File: src/rtl/cnn_frame_sequencer_if.sv
// Purpose : groups the request, pixel-memory, core and result signals of cnn_frame_sequencer.
// Latency : n/a (signal bundle only).
// Backpressure: req_valid/req_ready handshake on the request side; no backpressure on results.
//
// Modports:
//   master - the sequencer: consumes requests, reads memory, drives the core, emits results.
//   slave  - the environment: host request path, pixel memory and CNN core.
interface cnn_frame_sequencer_if #(
    parameter int ADDR_W = 20
);
    // host request path
    logic              req_valid;
    logic              req_ready;
    logic [9:0]        req_frame_idx;
    logic [3:0]        req_label;
    // shared pixel memory
    logic              mem_rd_en;
    logic [ADDR_W-1:0] mem_addr;
    logic [7:0]        mem_rdata;
    // CNN core
    logic              core_rst_n;
    logic [7:0]        core_data;
    logic              core_data_valid;
    logic              core_finish;
    logic [3:0]        core_decision;
    // per-frame result
    logic              res_valid;
    logic [3:0]        res_decision;
    logic              res_hit;
    logic              res_timeout;
    logic [9:0]        res_frame_idx;

    modport master (
        input  req_valid, req_frame_idx, req_label, mem_rdata, core_finish, core_decision,
        output req_ready, mem_rd_en, mem_addr, core_rst_n, core_data, core_data_valid,
               res_valid, res_decision, res_hit, res_timeout, res_frame_idx
    );

    modport slave (
        output req_valid, req_frame_idx, req_label, mem_rdata, core_finish, core_decision,
        input  req_ready, mem_rd_en, mem_addr, core_rst_n, core_data, core_data_valid,
               res_valid, res_decision, res_hit, res_timeout, res_frame_idx
    );
endinterface

File: src/rtl/cnn_frame_sequencer.sv
// Purpose : sequences the CNN core one frame at a time: core reset, pixel stream, wait, score.
// Latency : RST_CYCLES + PIXELS + 2 cycles to the last pixel, then up to TIMEOUT_CYCLES for finish.
// Backpressure: req_ready only in IDLE; results are one-cycle pulses with no backpressure.
//
// Ports: clk/rst_n (async active-low); bus (cnn_frame_sequencer_if.master) carries request,
// memory, core and result signals; frame_count/hit_count saturating totals; busy = not IDLE;
// stat_class selects the per-class counters returned on stat_hit/stat_miss.
// Optional feature macro: CNN_SEQ_CLASS_STATS_EN builds the per-class hit/miss counters;
// without it stat_hit/stat_miss are tied to 0.
module cnn_frame_sequencer #(
    parameter int PIXELS         = 784,
    parameter int RST_CYCLES     = 2,
    parameter int TIMEOUT_CYCLES = 4096,
    parameter int ADDR_W         = 20
) (
    input  logic                  clk,
    input  logic                  rst_n,
    cnn_frame_sequencer_if.master bus,
    output logic [9:0]            frame_count,
    output logic [9:0]            hit_count,
    output logic                  busy,
    input  logic [3:0]            stat_class,
    output logic [9:0]            stat_hit,
    output logic [9:0]            stat_miss
);
    localparam int MAX_CNT = (TIMEOUT_CYCLES > PIXELS) ? TIMEOUT_CYCLES : PIXELS;
    localparam int CNT_W   = $clog2(MAX_CNT + 1);
    localparam logic [9:0] SAT = 10'h3FF;

    typedef enum logic [2:0] {S_IDLE, S_CRST, S_STREAM, S_DRAIN, S_WAIT, S_REPORT} state_t;

    state_t            state_q;
    logic [CNT_W-1:0]  cnt_q;          // shared by CRST, STREAM, DRAIN and WAIT
    logic [9:0]        idx_q;
    logic [3:0]        label_q;
    logic [ADDR_W-1:0] base_q;
    logic [ADDR_W-1:0] mem_addr_q;
    logic              mem_rd_en_q;
    logic              req_ready_q;
    logic              core_rst_n_q;
    logic              res_valid_q;
    logic [3:0]        res_decision_q;
    logic              res_hit_q;
    logic              res_timeout_q;
    logic [9:0]        res_frame_idx_q;
    logic [9:0]        frame_count_q;
    logic [9:0]        hit_count_q;
    logic              rd_d1_q;        // read issued last cycle -> mem_rdata valid now
    logic              core_data_valid_q;
    logic [7:0]        core_data_q;

    logic [ADDR_W-1:0] base_d;
    logic              hit_d;
    logic [9:0]        frame_count_d;
    logic [9:0]        hit_count_d;

    // Product is taken modulo 2^ADDR_W on purpose.
    assign base_d        = ADDR_W'(bus.req_frame_idx) * ADDR_W'(PIXELS);
    // Labels above 9 are not real classes and can never score a hit.
    assign hit_d         = (label_q <= 4'd9) && (bus.core_decision == label_q);
    assign frame_count_d = (frame_count_q != SAT) ? frame_count_q + 10'd1 : frame_count_q;
    assign hit_count_d   = (res_hit_q && hit_count_q != SAT) ? hit_count_q + 10'd1 : hit_count_q;

    always_ff @(posedge clk or negedge rst_n) begin
        if (!rst_n) begin
            state_q         <= S_IDLE;
            cnt_q           <= '0;
            idx_q           <= '0;
            label_q         <= '0;
            base_q          <= '0;
            mem_addr_q      <= '0;
            mem_rd_en_q     <= 1'b0;
            req_ready_q     <= 1'b0;
            core_rst_n_q    <= 1'b0;
            res_valid_q     <= 1'b0;
            res_decision_q  <= '0;
            res_hit_q       <= 1'b0;
            res_timeout_q   <= 1'b0;
            res_frame_idx_q <= '0;
            frame_count_q   <= '0;
            hit_count_q     <= '0;
        end else begin
            res_valid_q <= 1'b0;
            case (state_q)
                S_IDLE: begin
                    if (bus.req_valid && req_ready_q) begin
                        idx_q        <= bus.req_frame_idx;
                        label_q      <= bus.req_label;
                        base_q       <= base_d;
                        req_ready_q  <= 1'b0;
                        core_rst_n_q <= 1'b0;
                        cnt_q        <= '0;
                        state_q      <= S_CRST;
                    end else begin
                        req_ready_q  <= 1'b1;
                        core_rst_n_q <= 1'b1;
                    end
                end
                S_CRST: begin
                    if (cnt_q == CNT_W'(RST_CYCLES - 1)) begin
                        core_rst_n_q <= 1'b1;
                        mem_rd_en_q  <= 1'b1;
                        mem_addr_q   <= base_q;
                        cnt_q        <= '0;
                        state_q      <= S_STREAM;
                    end else begin
                        cnt_q <= cnt_q + CNT_W'(1);
                    end
                end
                S_STREAM: begin
                    if (cnt_q == CNT_W'(PIXELS - 1)) begin
                        mem_rd_en_q <= 1'b0;
                        cnt_q       <= '0;
                        state_q     <= S_DRAIN;
                    end else begin
                        mem_addr_q <= mem_addr_q + ADDR_W'(1);
                        cnt_q      <= cnt_q + CNT_W'(1);
                    end
                end
                S_DRAIN: begin
                    // Covers the memory read plus the core_data register.
                    if (cnt_q == CNT_W'(1)) begin
                        cnt_q   <= '0;
                        state_q <= S_WAIT;
                    end else begin
                        cnt_q <= cnt_q + CNT_W'(1);
                    end
                end
                S_WAIT: begin
                    // finish is tested first so it wins over a same-cycle timeout
                    if (bus.core_finish) begin
                        res_valid_q     <= 1'b1;
                        res_decision_q  <= bus.core_decision;
                        res_hit_q       <= hit_d;
                        res_timeout_q   <= 1'b0;
                        res_frame_idx_q <= idx_q;
                        state_q         <= S_REPORT;
                    end else if (cnt_q == CNT_W'(TIMEOUT_CYCLES - 1)) begin
                        res_valid_q     <= 1'b1;
                        res_decision_q  <= 4'hF;
                        res_hit_q       <= 1'b0;
                        res_timeout_q   <= 1'b1;
                        res_frame_idx_q <= idx_q;
                        state_q         <= S_REPORT;
                    end else begin
                        cnt_q <= cnt_q + CNT_W'(1);
                    end
                end
                S_REPORT: begin
                    frame_count_q <= frame_count_d;
                    hit_count_q   <= hit_count_d;
                    req_ready_q   <= 1'b1;
                    state_q       <= S_IDLE;
                end
                default: state_q <= S_IDLE;
            endcase
        end
    end

    // Two-stage pixel path: memory read latency, then the core_data register.
    always_ff @(posedge clk or negedge rst_n) begin
        if (!rst_n) begin
            rd_d1_q           <= 1'b0;
            core_data_valid_q <= 1'b0;
            core_data_q       <= '0;
        end else begin
            rd_d1_q           <= mem_rd_en_q;
            core_data_valid_q <= rd_d1_q;
            core_data_q       <= rd_d1_q ? bus.mem_rdata : 8'h00;
        end
    end

`ifdef CNN_SEQ_CLASS_STATS_EN
    logic [9:0] cls_hit_q  [10];
    logic [9:0] cls_miss_q [10];

    always_ff @(posedge clk or negedge rst_n) begin
        if (!rst_n) begin
            for (int i = 0; i < 10; i++) begin
                cls_hit_q[i]  <= '0;
                cls_miss_q[i] <= '0;
            end
        end else if (state_q == S_REPORT && label_q <= 4'd9) begin
            // a timeout carries res_hit_q=0 and therefore lands in the miss bin
            if (res_hit_q) begin
                if (cls_hit_q[label_q] != SAT) cls_hit_q[label_q] <= cls_hit_q[label_q] + 10'd1;
            end else begin
                if (cls_miss_q[label_q] != SAT) cls_miss_q[label_q] <= cls_miss_q[label_q] + 10'd1;
            end
        end
    end

    assign stat_hit  = (stat_class <= 4'd9) ? cls_hit_q[stat_class]  : 10'd0;
    assign stat_miss = (stat_class <= 4'd9) ? cls_miss_q[stat_class] : 10'd0;
`else
    logic unused_stat_class;
    assign unused_stat_class = ^stat_class;
    assign stat_hit  = 10'd0;
    assign stat_miss = 10'd0;
`endif

    assign bus.req_ready       = req_ready_q;
    assign bus.mem_rd_en       = mem_rd_en_q;
    assign bus.mem_addr        = mem_addr_q;
    assign bus.core_rst_n      = core_rst_n_q;
    assign bus.core_data       = core_data_q;
    assign bus.core_data_valid = core_data_valid_q;
    assign bus.res_valid       = res_valid_q;
    assign bus.res_decision    = res_decision_q;
    assign bus.res_hit         = res_hit_q;
    assign bus.res_timeout     = res_timeout_q;
    assign bus.res_frame_idx   = res_frame_idx_q;
    assign frame_count         = frame_count_q;
    assign hit_count           = hit_count_q;
    assign busy                = (state_q != S_IDLE);
endmodule

File: src/flat_wrapper.sv
// flat-port wrapper written by rule: the top's interface ports become plain ports
module cnn_frame_sequencer_flat 
#(
    parameter int PIXELS         = 784,
    parameter int RST_CYCLES     = 2,
    parameter int TIMEOUT_CYCLES = 4096,
    parameter int ADDR_W         = 20
)
  (clk, rst_n, frame_count, hit_count, busy, stat_class, stat_hit, stat_miss, bus_req_valid, bus_req_frame_idx, bus_req_label, bus_mem_rdata, bus_core_finish, bus_core_decision, bus_req_ready, bus_mem_rd_en, bus_mem_addr, bus_core_rst_n, bus_core_data, bus_core_data_valid, bus_res_valid, bus_res_decision, bus_res_hit, bus_res_timeout, bus_res_frame_idx);
  cnn_frame_sequencer_if #(.ADDR_W(ADDR_W)) bus_i ();
  input  logic clk;
  input  logic rst_n;
  output logic [9:0] frame_count;
  output logic [9:0] hit_count;
  output logic busy;
  input  logic [3:0] stat_class;
  output logic [9:0] stat_hit;
  output logic [9:0] stat_miss;
  input wire logic [$bits(bus_i.req_valid)-1:0] bus_req_valid;
  input wire logic [$bits(bus_i.req_frame_idx)-1:0] bus_req_frame_idx;
  input wire logic [$bits(bus_i.req_label)-1:0] bus_req_label;
  input wire logic [$bits(bus_i.mem_rdata)-1:0] bus_mem_rdata;
  input wire logic [$bits(bus_i.core_finish)-1:0] bus_core_finish;
  input wire logic [$bits(bus_i.core_decision)-1:0] bus_core_decision;
  output wire logic [$bits(bus_i.req_ready)-1:0] bus_req_ready;
  output wire logic [$bits(bus_i.mem_rd_en)-1:0] bus_mem_rd_en;
  output wire logic [$bits(bus_i.mem_addr)-1:0] bus_mem_addr;
  output wire logic [$bits(bus_i.core_rst_n)-1:0] bus_core_rst_n;
  output wire logic [$bits(bus_i.core_data)-1:0] bus_core_data;
  output wire logic [$bits(bus_i.core_data_valid)-1:0] bus_core_data_valid;
  output wire logic [$bits(bus_i.res_valid)-1:0] bus_res_valid;
  output wire logic [$bits(bus_i.res_decision)-1:0] bus_res_decision;
  output wire logic [$bits(bus_i.res_hit)-1:0] bus_res_hit;
  output wire logic [$bits(bus_i.res_timeout)-1:0] bus_res_timeout;
  output wire logic [$bits(bus_i.res_frame_idx)-1:0] bus_res_frame_idx;
  assign bus_i.req_valid = bus_req_valid;
  assign bus_i.req_frame_idx = bus_req_frame_idx;
  assign bus_i.req_label = bus_req_label;
  assign bus_i.mem_rdata = bus_mem_rdata;
  assign bus_i.core_finish = bus_core_finish;
  assign bus_i.core_decision = bus_core_decision;
  assign bus_req_ready = bus_i.req_ready;
  assign bus_mem_rd_en = bus_i.mem_rd_en;
  assign bus_mem_addr = bus_i.mem_addr;
  assign bus_core_rst_n = bus_i.core_rst_n;
  assign bus_core_data = bus_i.core_data;
  assign bus_core_data_valid = bus_i.core_data_valid;
  assign bus_res_valid = bus_i.res_valid;
  assign bus_res_decision = bus_i.res_decision;
  assign bus_res_hit = bus_i.res_hit;
  assign bus_res_timeout = bus_i.res_timeout;
  assign bus_res_frame_idx = bus_i.res_frame_idx;
  cnn_frame_sequencer #(.PIXELS(PIXELS), .RST_CYCLES(RST_CYCLES), .TIMEOUT_CYCLES(TIMEOUT_CYCLES), .ADDR_W(ADDR_W)) u_core (.clk(clk), .rst_n(rst_n), .bus(bus_i), .frame_count(frame_count), .hit_count(hit_count), .busy(busy), .stat_class(stat_class), .stat_hit(stat_hit), .stat_miss(stat_miss));
endmodule
File: config.mk
export PLATFORM = sky130hd
export DESIGN_NAME = cnn_frame_sequencer_flat
export DESIGN_NICKNAME = d
export VERILOG_FILES = /design/src/rtl/cnn_frame_sequencer_if.sv /design/src/rtl/cnn_frame_sequencer.sv /design/src/flat_wrapper.sv
export SDC_FILE = /design/constraint.sdc
export NUM_CORES = 1
export LEC_CHECK = 0
export CAP_MARGIN = 10
export CORE_ASPECT_RATIO = 0.8
export CORE_UTILIZATION = 40
export DETAILED_ROUTE_END_ITERATION = 10
export SLEW_MARGIN = 5
export SYNTH_ARGS = -nofsm -noshare
export SYNTH_HDL_FRONTEND = slang
export SYNTH_SLANG_ARGS = --single-unit
File: constraint.sdc
create_clock -name clk -period 2.63 [get_ports clk]
set_input_delay 0.6575 -clock clk [delete_from_list [all_inputs] [get_ports clk]]
set_output_delay 0.6575 -clock clk [all_outputs]
set_load 0.01 [all_outputs]
; Word-level counts from Yosys, hierarchy flattened
; Index checks and enable logic that the tools add are counted.
[totals]
out_inout_bits = 90
word_cells = 98
regBits = 116
input_bits = 34
[op_classes]
magnitude_cmp = 1
n_eq_ne = 19
mul = 1
mux = 34
n_reduce_logical = 20
addsub = 4
[op_table]
columns = cell, n
row1 = $mux W13, 5
row2 = $pmux W13 S4, 1
row3 = $mux W20, 2
row4 = $pmux W20 S2, 1
row5 = $add A10 B1 Y10 const B, 2
row6 = $add A20 B1 Y20 const B, 1
row7 = $mux W10, 2
row8 = $ne A10 B10 Y1 const B, 2
row9 = $mux W3, 6
row10 = $mul A10 B6 Y16 const B, 1
row11 = $pmux W3 S5, 1
row12 = $add A13 B1 Y13 const B, 1
row13 = $eq A13 B1 Y1 const B, 1
row14 = $eq A13 B10 Y1 const B, 1
row15 = $eq A13 B12 Y1 const B, 1
row16 = $mux W1, 10
row17 = $reduce_and A2 Y1, 5
row18 = $mux W4, 2
row19 = $mux W8, 1
row20 = $ne A2 B1 Y1 const B, 4
row21 = $reduce_bool A2 Y1, 4
row22 = $eq A3 B2 Y1 const B, 2
row23 = $eq A3 B3 Y1 const B, 2
row24 = $ne A2 B2 Y1 const B, 3
row25 = 13 further kinds, 18

; Depth between registers and ports, before layout
[logic_depth]
word_depth = 4
mapped_depth = 12
mapped_depth_nobuf = 12

; Least setup slack after synthesis
; OpenSTA, ideal clock, no wires.
[synth_timing]
kind = input -> register
start = input bus_req_frame_idx[1]
end = register u_core.base_q[18]
setup_time_ps = 96
n_path_buf = 0
arrival_time_ps = 3074
cell_stages = 12
setup_slack_ps = -540
required_time_ps = 2534
cell_sequence = ha_1 -> fa_1 -> ha_1 -> ha_1 -> inv_1 -> fa_1 -> nor2b_1 -> o31a_1 -> o211ai_1 -> a21oi_1 -> o21a_1 -> o31ai_1
[synth_via]
elab_chain_len = 1
[synth_lines]
columns = item, line_no
row1 = start: declaration, flat_wrapper.sv:20  ; input wire logic [$bits(bus_i.req_frame_idx)-1:0] bus_req_frame_idx;
row2 = $mul A10 B6 Y16, cnn_frame_sequencer.sv:58  ; assign base_d = ADDR_W'(bus.req_frame_idx) * ADDR_W'(PIXELS);
row3 = end signal: assignment, cnn_frame_sequencer.sv:89  ; base_q <= base_d;
row4 = end: declaration, cnn_frame_sequencer.sv:36  ; logic [ADDR_W-1:0] base_q;
; No other way between the ends.
; A chain may end at the register's enable or synchronous reset.

; Final worst setup path
[layout_timing]
start = input bus_req_frame_idx[2]
end = register u_core.base_q[18]
; Same word-level chain as after synthesis.

==> reports/results.md <==
| Metric | This run |
| --- | --- |
| Final critical delay including setup and external delays | 2.89 ns |
| Number of synthesized flops with an enable pin | 0 |
| Outcome | complete, but fails checks |
| Residual DRC count | 0 |
| Total number of vias | 4860 |
| Total Power | 0.00397 W |
| Final Hold Vio Count | 0 |
| Antenna violations before repair | 0 |
| Area fraction in and, or, nand and nor cells after synthesis | 0.182 |
| H-Tree Level Count | 3 |
| Sinks on Clock Net | 112 |
| Die Width | 141 um |
| Slack of the critical path | -0.260 ns |
| TritonCTS clock tree | built |
| Layout cells sized above 1 | 0.171 |
| Global route overflow | 0 |
| Critical-path cell with the highest stage delay | sky130_fd_sc_hd__fa_1 |
| Worst slack at placement | -1.31 ns |
| Mean instance size in the synthesized netlist | 10.1 sq um |
| Critical path cell sequence | buf_8 -> ha_4 -> fa_1 -> ha_1 -> ha_2 -> inv_2 -> fa_2 -> nor2b_2 -> o31a_1 -> o211ai_1 -> a21oi_2 -> o21a_1 -> o31ai_2 |
| Combined global-route utilization of all metal layers | 0.192 |
| Clock buffers created by TritonCTS | 9 |
| Final Max Slew Viols | 0 |
| Root buffer cell | sky130_fd_sc_hd__clkbuf_16 |
| Via count of the first global-routing pass | 4798 |
| Initial cell density of the core | 0.410 |
| Core Box Area | 15000 sq um |
| FF+latch count, synth | 112 |
| Final critical-path share of the clock period | 1.10 |
| Static leakage | 3.67 nW |
| Type of the worst min-delay path | in2async |
| Compound-Gate Fraction of Synth Area | 0.150 |
| Half-perimeter wire length of the detailed placement result | 10.6 mm |
| RSZ-0062 raised after global routing | yes |
| Cell family with the largest share of critical-path delay | adder cells |
| Transition time at the pin with the least slew margin | 0.576 ns |
| Violated checks | negative setup slack |
| Antenna violation net count after detailed routing | 0 |
| Post-Place Cells | 911 |
| Worst path max stage delay | 0.44 ns |
| Quantity of I/O buffers inserted on ports | 99 |
| Largest family of logic cells by synthesized area | simple AND/OR/NAND/NOR gates |
| Area of the die | 15900 sq um |
| Max-cap check violation count | 0 |
| Post-Synth XOR/XNOR Area | 0.0356 |
| Max Clock Freq | 346 MHz |
| Post-synthesis instance total | 607 |
| Count of buffering cells on the critical path with inverters included | 2 |
| Inserted Diodes | 0 |
| Prevailing post-synth register cell | sky130_fd_sc_hd__dfrtp_1 |
| Wire length per cell after detailed routing | 15.8 um |
| Drt via density | 5.23 |
| Number of buffers on the longest clock path | 2 |
| Net count of the finished layout | 815 |
| Headroom to the max-slew limit | 0.613 |
| Number of standard cells in the final layout excluding fillers | 930 |
| Post-synthesis adder-cell area fraction | 0.0976 |
| Area of the mapped netlist | 6160 sq um |
| RD Place Congestion | 0.806 |
| Number of library cell types mapped by synthesis | 62 |
| Proportion of synthesized area in mux cells | 0.0238 |
| CP Data Arrival Time | 3.16 ns |
| Yosys Warn Count | 0 |
| Peak supply drop | 0.000297 V |
| Critical-path maximum fanout | 3 |
| Clock transition at the registers of the reported paths | 0.08 ns |
| Vert. Die Dim | 113 um |
| Sort of element at the start of the critical path | primary input |
| Worst clock skew | 0.00652 ns |
| Worst Setup End Kind | flip-flop |
| Top Ports | 124 |
| Total length of routed wires | 14.7 mm |
| Cell Rows | 40 |
| Area added between synthesis and finish | 30.6% |
| First-pass GRT wire length | 24.2 mm |
| Final core utilization | 0.535 |
| Total negative slack for setup checks | -0.966 ns |
| Maximum number of pins on one net before global-route repair | 43 |
| Share of synthesized flip-flops with an asynchronous set or reset | 1.00 |
| Violation count after the first detailed-routing iteration | 302 |
| Router iterations before antenna repair | 4 |
| Req. time, crit path | 2.90 ns |
| Clock latency on the worst-skew pair | 0.36 ns |
| Share of the yosys chip area belonging to registers | 0.455 |
| Classification of the worst setup path | in2reg |
| Number of failing setup endpoints in the final timing report | 7 |
| Layout fillers | 1322 |
| Total power per unit cell area | 494 nW/um^2 |
## logic make-up (layout without fill, tap and decap cells)
family	Yosys count	in the layout
flip-flops	112	112
other	1	20
AO/OA/AOI/OAI	135	135
adder cells (fa/ha/maj)	45	45
multiplexers	13	13
AND/OR/NAND/NOR	223	223
XOR/XNOR	25	25
buffers and inverters	53	168
## cell usage after synthesis, types with 3 or more instances
cell / count / area (sq um)
sky130_fd_sc_hd__dfrtp_1: 112 / 2800
sky130_fd_sc_hd__nand2_1: 97 / 364
sky130_fd_sc_hd__ha_1: 40 / 500
sky130_fd_sc_hd__a21oi_1: 30 / 150
sky130_fd_sc_hd__o21ai_0: 30 / 150
sky130_fd_sc_hd__nor2_1: 27 / 101
sky130_fd_sc_hd__nand3_1: 24 / 120
sky130_fd_sc_hd__buf_4: 22 / 165
sky130_fd_sc_hd__xnor2_1: 16 / 140
sky130_fd_sc_hd__mux2_2: 13 / 146
sky130_fd_sc_hd__inv_1: 12 / 45.0
sky130_fd_sc_hd__and3_1: 11 / 68.8
sky130_fd_sc_hd__nand4_1: 11 / 68.8
sky130_fd_sc_hd__and2_1: 10 / 62.6
sky130_fd_sc_hd__nor3_1: 10 / 50.1
sky130_fd_sc_hd__a2bb2oi_1: 9 / 78.8
sky130_fd_sc_hd__o22a_1: 9 / 78.8
sky130_fd_sc_hd__xor2_1: 9 / 78.8
sky130_fd_sc_hd__clkbuf_1: 8 / 30.0
sky130_fd_sc_hd__o31ai_1: 8 / 60.1
sky130_fd_sc_hd__a31oi_1: 6 / 37.5
sky130_fd_sc_hd__and4_1: 6 / 52.6
sky130_fd_sc_hd__o22ai_1: 6 / 37.5
sky130_fd_sc_hd__a21oi_2: 5 / 43.8
sky130_fd_sc_hd__buf_2: 5 / 25.0
sky130_fd_sc_hd__buf_6: 5 / 56.3
sky130_fd_sc_hd__fa_1: 5 / 100
sky130_fd_sc_hd__nor2_2: 4 / 25.0
sky130_fd_sc_hd__nor4_1: 4 / 25.0
sky130_fd_sc_hd__o21a_1: 4 / 30.0
sky130_fd_sc_hd__o21bai_1: 4 / 30.0
sky130_fd_sc_hd__o41ai_1: 4 / 35.0
sky130_fd_sc_hd__a211oi_1: 3 / 22.5
sky130_fd_sc_hd__nand2b_1: 3 / 18.8
sky130_fd_sc_hd__o2bb2ai_1: 3 / 26.3
## state kept, by name, summed over array words and instances (netlist names)
register / count
u_core.frame_count: 10
u_core.bus.res_frame_idx: 10
u_core.idx_q: 10
u_core.label_q: 4
u_core.base_q: 12
u_core.hit_count: 10
u_core.state_q: 3
u_core.bus.res_timeout: 1
u_core.bus.core_data: 8
u_core.bus.res_valid: 1
u_core.rd_d1_q: 1
u_core.bus.req_ready: 1
u_core.bus.core_data_valid: 1
u_core.bus.core_rst_n: 1
u_core.bus.res_hit: 1
u_core.cnt_q: 13
u_core.bus.mem_addr: 20
u_core.bus.mem_rd_en: 1
u_core.bus.res_decision: 4
## area by class of cell
class	instances	area [sq um]	area share
clock buffers	9	225	0.0280
clock inverters	7	119	0.0148
inverters	12	45.0	0.00560
multi-input cells	461	3300	0.411
flip-flops and latches	112	2800	0.349
well taps	189	236	0.0294
repair buffers	140	1310	0.163
## layout by cell type, fill, tap and decap left out, types with 12 or more instances in the layout
| master | n |
|---|---|
| sky130_fd_sc_hd__a21oi_1 | 26 |
| sky130_fd_sc_hd__buf_4 | 40 |
| sky130_fd_sc_hd__clkdlybuf4s50_1 | 88 |
| sky130_fd_sc_hd__conb_1 | 20 |
| sky130_fd_sc_hd__dfrtp_1 | 112 |
| sky130_fd_sc_hd__ha_1 | 26 |
| sky130_fd_sc_hd__ha_4 | 12 |
| sky130_fd_sc_hd__mux2_2 | 13 |
| sky130_fd_sc_hd__nand2_1 | 97 |
| sky130_fd_sc_hd__nand3_1 | 24 |
| sky130_fd_sc_hd__nor2_1 | 27 |
| sky130_fd_sc_hd__o21ai_0 | 25 |
| sky130_fd_sc_hd__xnor2_1 | 15 |
## final timing paths
path                                            from                    end  slack (ns)  cells past startpoint
worst max-delay path            bus_req_frame_idx[2]      u_core.base_q[18]       -0.26                     13
min in group clk                     u_core.idx_q[7]        u_core.idx_q[7]        0.48                      2
worst min-delay path                           rst_n  u_core.frame_count[5]        0.26                      1
max in group asynchronous                      rst_n   u_core.bus.res_valid        1.77                      2
worst min register to register       u_core.idx_q[7]        u_core.idx_q[7]        0.48                      2
worst max register to register       u_core.cnt_q[0]       u_core.cnt_q[10]        0.32                      8
## where the power goes
part	total (W)	leakage (nW)	internal (W)	switching, W
sequential	0.00173	1.47	0.00173	0.00000376
combinational	0.000662	2.03	0.000351	0.000311
clock	0.00157	0.169	0.000868	0.000706
total	0.00397	3.67	0.00295	0.00102
## metrics by stage
stage	instance area (sq um)	hold slack, ns
floorplan	6270	0.362
global placement	7510	0.453
detailed placement	7510	0.458
CTS	7980	0.285
global route	8040	0.290
finish	8040	0.262
## what timing repair did
item / CTS / global route
pin swaps: 27 / 10
hold buffers: 0 / 0
setup buffers: 3 / 1
endpoints found under the hold margin: 0 / 0
setup endpoints to repair: 9 / 8
gates resized for setup: 48 / 9
## routing by layer
layer	routed length, um	vias to the layer above	track usage
met5	0	-	0
li1	-	2386	-
met1	7010	2373	0.265
met3	536	8	0.0402
met2	7000	93	0.312
met4	111	0	0.0464
No activity file was read; power rests on OpenSTA's default activity.
